[src/rtl/core_run_ctrl.sv]
// Run-control sequencer: streams a program into imem, then gates the core with run/halt/step/break control.
// Latency: imem write is combinational with the load handshake; all state changes take effect on the next edge.
// Backpressure: cmd_ready/ld_ready are combinational from state (and cmd_op in RUN); ld_valid stalls are absorbed freely.
module core_run_ctrl #(
    parameter int unsigned IMEM_DEPTH = 256,
    parameter int unsigned ADDR_W     = 8,
    parameter int unsigned RESET_HOLD = 4
) (
    input  logic              clk,
    input  logic              reset,
    input  logic              cmd_valid,
    output logic              cmd_ready,
    input  logic [1:0]        cmd_op,
    input  logic [31:0]       cmd_arg,
    input  logic              ld_valid,
    output logic              ld_ready,
    input  logic [31:0]       ld_data,
    output logic              imem_we,
    output logic [ADDR_W-1:0] imem_addr,
    output logic [31:0]       imem_wdata,
    input  logic [31:0]       core_pc,
    input  logic [31:0]       core_instr,
    input  logic              bp_en,
    input  logic [31:0]       bp_addr,
    output logic              core_rst,
    output logic              core_en,
    output logic              halted,
    output logic              cmd_err,
    output logic [31:0]       cycle_count
);

    // One extra bit so a full-depth word count (IMEM_DEPTH == 2^ADDR_W) is representable.
    localparam int unsigned CNT_W  = ADDR_W + 1;
    localparam int unsigned HOLD_W = (RESET_HOLD > 1) ? $clog2(RESET_HOLD) : 1;

    localparam logic [CNT_W-1:0]  CNT_ONE   = CNT_W'(1);
    localparam logic [HOLD_W-1:0] HOLD_ONE  = HOLD_W'(1);
    localparam logic [HOLD_W-1:0] HOLD_LAST = HOLD_W'(RESET_HOLD - 1);
    localparam logic [31:0]       DEPTH32   = 32'(IMEM_DEPTH);
    localparam logic [31:0]       EBREAK    = 32'h0010_0073;

    typedef enum logic [2:0] {
        S_IDLE,
        S_LOAD,
        S_RELEASE,
        S_HALTED,
        S_RUN,
        S_STEP
    } state_e;

    typedef enum logic [1:0] {
        OP_LOAD = 2'b00,
        OP_RUN  = 2'b01,
        OP_HALT = 2'b10,
        OP_STEP = 2'b11
    } op_e;

    state_e             state_q, state_d;
    logic [CNT_W-1:0]   cnt_q, cnt_d;       // next imem word address during LOAD
    logic [CNT_W-1:0]   last_q, last_d;     // index of the final word (N-1)
    logic [HOLD_W-1:0]  hold_q, hold_d;     // cycles already spent in RELEASE
    logic               first_q, first_d;   // first RUN cycle after HALTED
    logic               err_q, err_d;
    logic [31:0]        cyc_q, cyc_d;

    logic               cmd_acc;
    logic               load_req;
    logic               load_bad;
    logic               hit;
    logic               cyc_clr;

    // A LOAD is only ever accepted in IDLE/HALTED because cmd_ready in RUN is restricted to HALT.
    assign cmd_acc  = cmd_valid & cmd_ready;
    assign load_req = cmd_acc & (op_e'(cmd_op) == OP_LOAD);
    assign load_bad = (cmd_arg == 32'd0) || (cmd_arg > DEPTH32);

    // Stop condition: EBREAK fetched, or the armed breakpoint PC reached.
    assign hit = (core_instr == EBREAK) | (bp_en & (core_pc == bp_addr));

    assign imem_wdata  = ld_data;
    assign cmd_err     = err_q;
    assign cycle_count = cyc_q;

    // Next-state and per-cycle control outputs.
    always_comb begin
        state_d   = state_q;
        cnt_d     = cnt_q;
        last_d    = last_q;
        hold_d    = hold_q;
        first_d   = first_q;
        err_d     = 1'b0;
        cyc_clr   = 1'b0;
        cmd_ready = 1'b0;
        ld_ready  = 1'b0;
        imem_we   = 1'b0;
        imem_addr = '0;
        core_rst  = 1'b0;
        core_en   = 1'b0;
        halted    = 1'b0;

        unique case (state_q)
            S_IDLE: begin
                // RUN/STEP/HALT are accepted here but have nothing to act on.
                cmd_ready = 1'b1;
                core_rst  = 1'b1;
            end

            S_LOAD: begin
                core_rst  = 1'b1;
                ld_ready  = 1'b1;
                imem_addr = cnt_q[ADDR_W-1:0];
                if (ld_valid) begin
                    imem_we = 1'b1;
                    cnt_d   = cnt_q + CNT_ONE;
                    if (cnt_q == last_q) begin
                        state_d = S_RELEASE;
                        hold_d  = '0;
                    end
                end
            end

            S_RELEASE: begin
                // Core reset stays asserted for exactly RESET_HOLD cycles so its PC lands at 0.
                core_rst = 1'b1;
                if (hold_q == HOLD_LAST) begin
                    state_d = S_HALTED;
                end else begin
                    hold_d = hold_q + HOLD_ONE;
                end
            end

            S_HALTED: begin
                cmd_ready = 1'b1;
                halted    = 1'b1;
                if (cmd_acc) begin
                    unique case (op_e'(cmd_op))
                        OP_RUN: begin
                            state_d = S_RUN;
                            first_d = 1'b1;
                        end
                        OP_STEP: state_d = S_STEP;
                        default: ;
                    endcase
                end
            end

            S_RUN: begin
                cmd_ready = (op_e'(cmd_op) == OP_HALT);
                first_d   = 1'b0;
                // The first cycle ignores a hit so execution can resume past the stop point.
                if (hit && !first_q) begin
                    state_d = S_HALTED;
                end else begin
                    core_en = 1'b1;
                    if (cmd_acc) begin
                        state_d = S_HALTED;
                    end
                end
            end

            S_STEP: begin
                core_en = 1'b1;
                state_d = S_HALTED;
            end

            default: begin
                state_d  = S_IDLE;
                core_rst = 1'b1;
            end
        endcase

        // LOAD handling shared by IDLE and HALTED.
        if (load_req) begin
            if (load_bad) begin
                err_d = 1'b1;
            end else begin
                state_d = S_LOAD;
                cnt_d   = '0;
                last_d  = cmd_arg[CNT_W-1:0] - CNT_ONE;
                cyc_clr = 1'b1;
            end
        end
    end

    // Saturating count of enabled core cycles, cleared by a successful LOAD.
    always_comb begin
        cyc_d = cyc_q;
        if (cyc_clr) begin
            cyc_d = '0;
        end else if (core_en && (cyc_q != 32'hFFFF_FFFF)) begin
            cyc_d = cyc_q + 32'd1;
        end
    end

    // State and counter registers.
    always_ff @(posedge clk or negedge reset) begin
        if (!reset) begin
            state_q <= S_IDLE;
            cnt_q   <= '0;
            last_q  <= '0;
            hold_q  <= '0;
            first_q <= 1'b0;
            err_q   <= 1'b0;
            cyc_q   <= '0;
        end else begin
            state_q <= state_d;
            cnt_q   <= cnt_d;
            last_q  <= last_d;
            hold_q  <= hold_d;
            first_q <= first_d;
            err_q   <= err_d;
            cyc_q   <= cyc_d;
        end
    end

endmodule

[config.mk]
export PLATFORM = sky130hd
export DESIGN_NAME = core_run_ctrl
export DESIGN_NICKNAME = d
export VERILOG_FILES = /design/src/rtl/core_run_ctrl.sv
export SDC_FILE = /design/constraint.sdc
export NUM_CORES = 1
export LEC_CHECK = 0
export ABC_AREA = 1
export BUFFER_PORTS_ARGS = -buffer_cell sky130_fd_sc_hd__buf_2
export CELL_PAD_IN_SITES_DETAIL_PLACEMENT = 1
export CELL_PAD_IN_SITES_GLOBAL_PLACEMENT = 1
export CORE_UTILIZATION = 33
export DETAILED_ROUTE_END_ITERATION = 12
export GPL_TIMING_DRIVEN = 0
export PLACE_DENSITY = 0.84
export SLEW_MARGIN = 40
export SYNTH_ARGS = -nofsm -noshare
export SYNTH_HDL_FRONTEND = slang
export SYNTH_SLANG_ARGS = --single-unit
export TNS_END_PERCENT = 1
[constraint.sdc]
create_clock -name clk -period 5.1 [get_ports clk]
set_input_delay 0.255 -clock clk [delete_from_list [all_inputs] [get_ports clk]]
set_output_delay 0.255 -clock clk [all_outputs]
set_load 0.02 [all_outputs]
==> summary.md <==
| Metric | Value |
|---|---|
| Status | `completed` |
| Syn Area/Cell | `approximately 6.6 µm²` |
| Post-DP HPWL | `~13000 µm` |
| Pre-Repair DR Iteration Count | `4` |
| Layout cells sized above 1 | `between 30% and 40%` |
| Post-synth top cells | `nand2_1 (182), inv_1 (86), nor2_1 (76), dfrtp_1 (57), nand3_1 (54)` |
| Setup violators final | `0` |
| Die Span X | `about 120 µm` |
| Met2 Use GR | `between 40% and 50%` |
| Seq pwr share | `36.5%` |
| GRT Util Overall | `between 20% and 30%` |
| CP dominant cell by count | `nand2_1` |
| Core Area | `approximately 0.014 mm²` |
| Detailed Route Iter0 Violations | `203` |
| Relative slew slack | `around 65%` |
| Distinct cells, synth | `31` |
| Flops & latches, synth | `57` |
| Met1 Use GR | `26.6%` |
| Synth top area share | `roughly 30%` |
| Power Dens Cells | `a little under 200 mW/mm²` |
| Initial antenna violation count | `0` |
| Most numerous cell in the Yosys netlist | `nand2_1` |
| Post-CTS sizing | `0` |
| Maxcap violations | `0` |
| Reg area | `0.00143 mm²` |
| RSZ-0062 raised after global routing | `no` |
| Post-Route Skew | `a little under 0.009 ns` |
| Total power | `1.24 mW` |
| R2r setup slk | `around 2.7 ns` |
| DRC viols | `0` |
| DR vias | `5360` |
| Dominant synthesized flop cell | `dfrtp_1` |
| Count of input and output buffers | `approximately 210` |
| Share of the yosys chip area belonging to registers | `between 30% and 40%` |
| TritonCTS Sinks | `57` |
| Asr flop ratio synth | `100%` |
| Post-DR wirelength/cell | `approximately 15 µm` |
| Routed Antenna Nets | `0` |
| Largest cells by area after synthesis | `dfrtp_1 (30%), nand2_1 (15%), xor2_1 (7.8%), inv_1 (6.9%), nor2_1 (6.1%)` |
| Total wire length | `16200 µm` |
| # fillers | `approximately 1900` |
| Element type at the critical path end | `primary output` |
| Area growth syn-to-layout | `34.5%` |
| Grt met3 use | `approximately 4.0%` |
| Internal Power | `~0.95 mW` |
| # IOs | `about 250` |
| Clk slew on worst S/H paths | `0.05 ns` |
| Total grt overflow | `0` |
| Final design utilization | `a little under half` |
| CP Data Arrival Time | `between 2 and 2.5 ns` |
| Routability cong. | `roughly 0.90` |
| Final period util | `between 40 and 50%` |
| Switching fraction of total power | `between 20% and 30%` |
| Combinational power share | `between 10% and 20%` |
| Area of the multi-input gates | `~0.0025 mm²` |
| CP max FO | `10` |
| Crit-path slowest cell | `dfrtp_1` |
| Worst Tran Pin Value | `0.528 ns` |
| Num CTS Buffers | `9` |
| Psw | `slightly below 0.3 mW` |
| Clk root buf | `clkbuf_16` |
| Die ar. | `about 0.015 mm²` |
| Setup TNS | `0 ns` |
| Slowest Stage Delay on Critical Path | `slightly above 0.4 ns` |
| NumNets Final | `roughly 1100` |
| Worst skew pair latency | `roughly 0.33 ns` |
| WP data required | `about 4.9 ns` |
| Cell area after synthesis | `between 0.004 and 0.005 mm²` |
| First-pass GRT wire length | `between 20000 and 30000 µm` |
| Number of flops mapped to enable cells by yosys | `0` |
| Clock power frac | `slightly above 50%` |
| Initial Util | `between 30% and 40%` |
| Pleak | `roughly 3.6 nW` |
| CTS tree | `done` |
| Ys Warns | `0` |
| H-tree lvl count | `3` |
| Diodes inserted | `0` |
| Vias per inst | `slightly below 5` |
| CTS max path bufs | `2` |
| DIE HEIGHT | `between 100 and 150 µm` |
| Critical setup path kind | `reg -> out` |
| Hold/Removal Path Class | `in -> reg` |
| Final Slew Violations | `0` |
| VDD IR-drop max | `around 130 µV` |
| Min Tclk post-route | `around 2.5 ns` |
| Final count of hold timing violations | `0` |
| Syn nets | `around 880` |
| GR peak layer | `met2` |
| Row cnt | `43` |
| Largest net degree at the start of global routing | `between 50 and 60` |
| CP Cell Sequence | `or2_1 > nor2_1 > nand2_1 > nand2_1 > clkbuf_1 > buf_2` |
| Fmax | `0.404 GHz` |
| CP startpoint kind | `register` |
| Number of global-route vias before repair | `5369` |
| Synth Instances | `between 700 and 800` |
| Post-synth top area cell | `dfrtp_1` |
layout by cell type, fill, tap and decap left out, types with 7 or more instances in the layout:
cell and instances:
buf_4 33, nor4_1 16, nor2_1 76, nand3_1 54, o21ai_1 7, inv_2 17, xnor2_1 17, o21ai_0 10
inv_1 86, buf_2 217, dfrtp_1 57, nor3_1 21, clkbuf_1 12, xor2_1 42, nand2_1 182, clkbuf_16 9
nand4_1 42
power by group through the flow:
stage	Combinational (mW)	Sequential (mW)	Clock, mW
finish	0.164	0.453	0.624
global route	0.184	0.453	0.653
CTS	0.167	0.453	0.640
detailed placement	0.166	0.461	0
global placement	0.161	0.461	0
floorplan	0.0775	0.461	0
worst paths after layout:
kind                            cells past startpoint           start               to
worst min register to register                      2         first_q          first_q
worst max register to register                     13  cycle_count[1]   cycle_count[3]
worst min-delay path                                2      cmd_arg[0]        last_q[0]
worst max-delay path                                6      state_q[0]          core_en
max in group asynchronous                           2           reset        last_q[3]
min in group asynchronous                           2           reset  cycle_count[22]
critical path, delay by kind of cell (launching register included):
family / cells / cell delay, ns
buf+inv: 2 / 0.64
simple gates: 4 / 0.85
flops: 1 / 0.41
per-stage QoR:
stage	std cells	hold slack [ns]	setup WS, ns	area [µm²]
2_1_floorplan	706	-0.0406	3.12	4690
3_3_place_gp	1099	0.464	2.58	5980
3_5_place_dp	1099	0.374	2.55	5980
4_1_cts	1115	0.0199	2.60	6290
5_1_grt	1116	0.130	2.44	6310
6_report	1116	0.130	2.62	6310
layout make-up:
class                           instances  share of cell area [%]
Buffer                                 51                    5.46
Sequential cell                        57                    22.6
Clock buffer                           14                    4.35
Clock inverter                          2                   0.556
Inverter                              103                    6.13
Timing Repair Buffer                  214                    17.2
Multi-Input combinational cell        495                    40.2
Tap cell                              180                    3.57
state kept, by name, summed over array words and instances (netlist names):
name / flops
cnt_q: 9
cycle_count: 32
hold_q: 2
cmd_err: 1
last_q: 9
first_q: 1
state_q: 3
logic make-up (layout without fill, tap and decap cells):
logic type / after synthesis / in the layout / share of synthesized area, %
and+or+nand+nor: 409 / 409 / 39.2
adders and majority gates: 4 / 4 / 1.07
DFF: 57 / 57 / 30.4
AOI/OAI and AO/OA: 23 / 23 / 2.67
xor gates and xnor gates: 59 / 59 / 11.0
buffers and inverters: 154 / 384 / 15.6
layer usage:
layer / wire, µm / up-vias
li1: - / 2665
met1: 6760 / 2529
met2: 8230 / 147
met3: 925 / 19
met4: 284 / 0
met5: 0 / -
timing repair:
item	in CTS	in global routing
endpoints found under the hold margin	0	57
setup buffers	0	0
hold buffers	0	1
No activity file was read; power rests on OpenSTA's default activity.
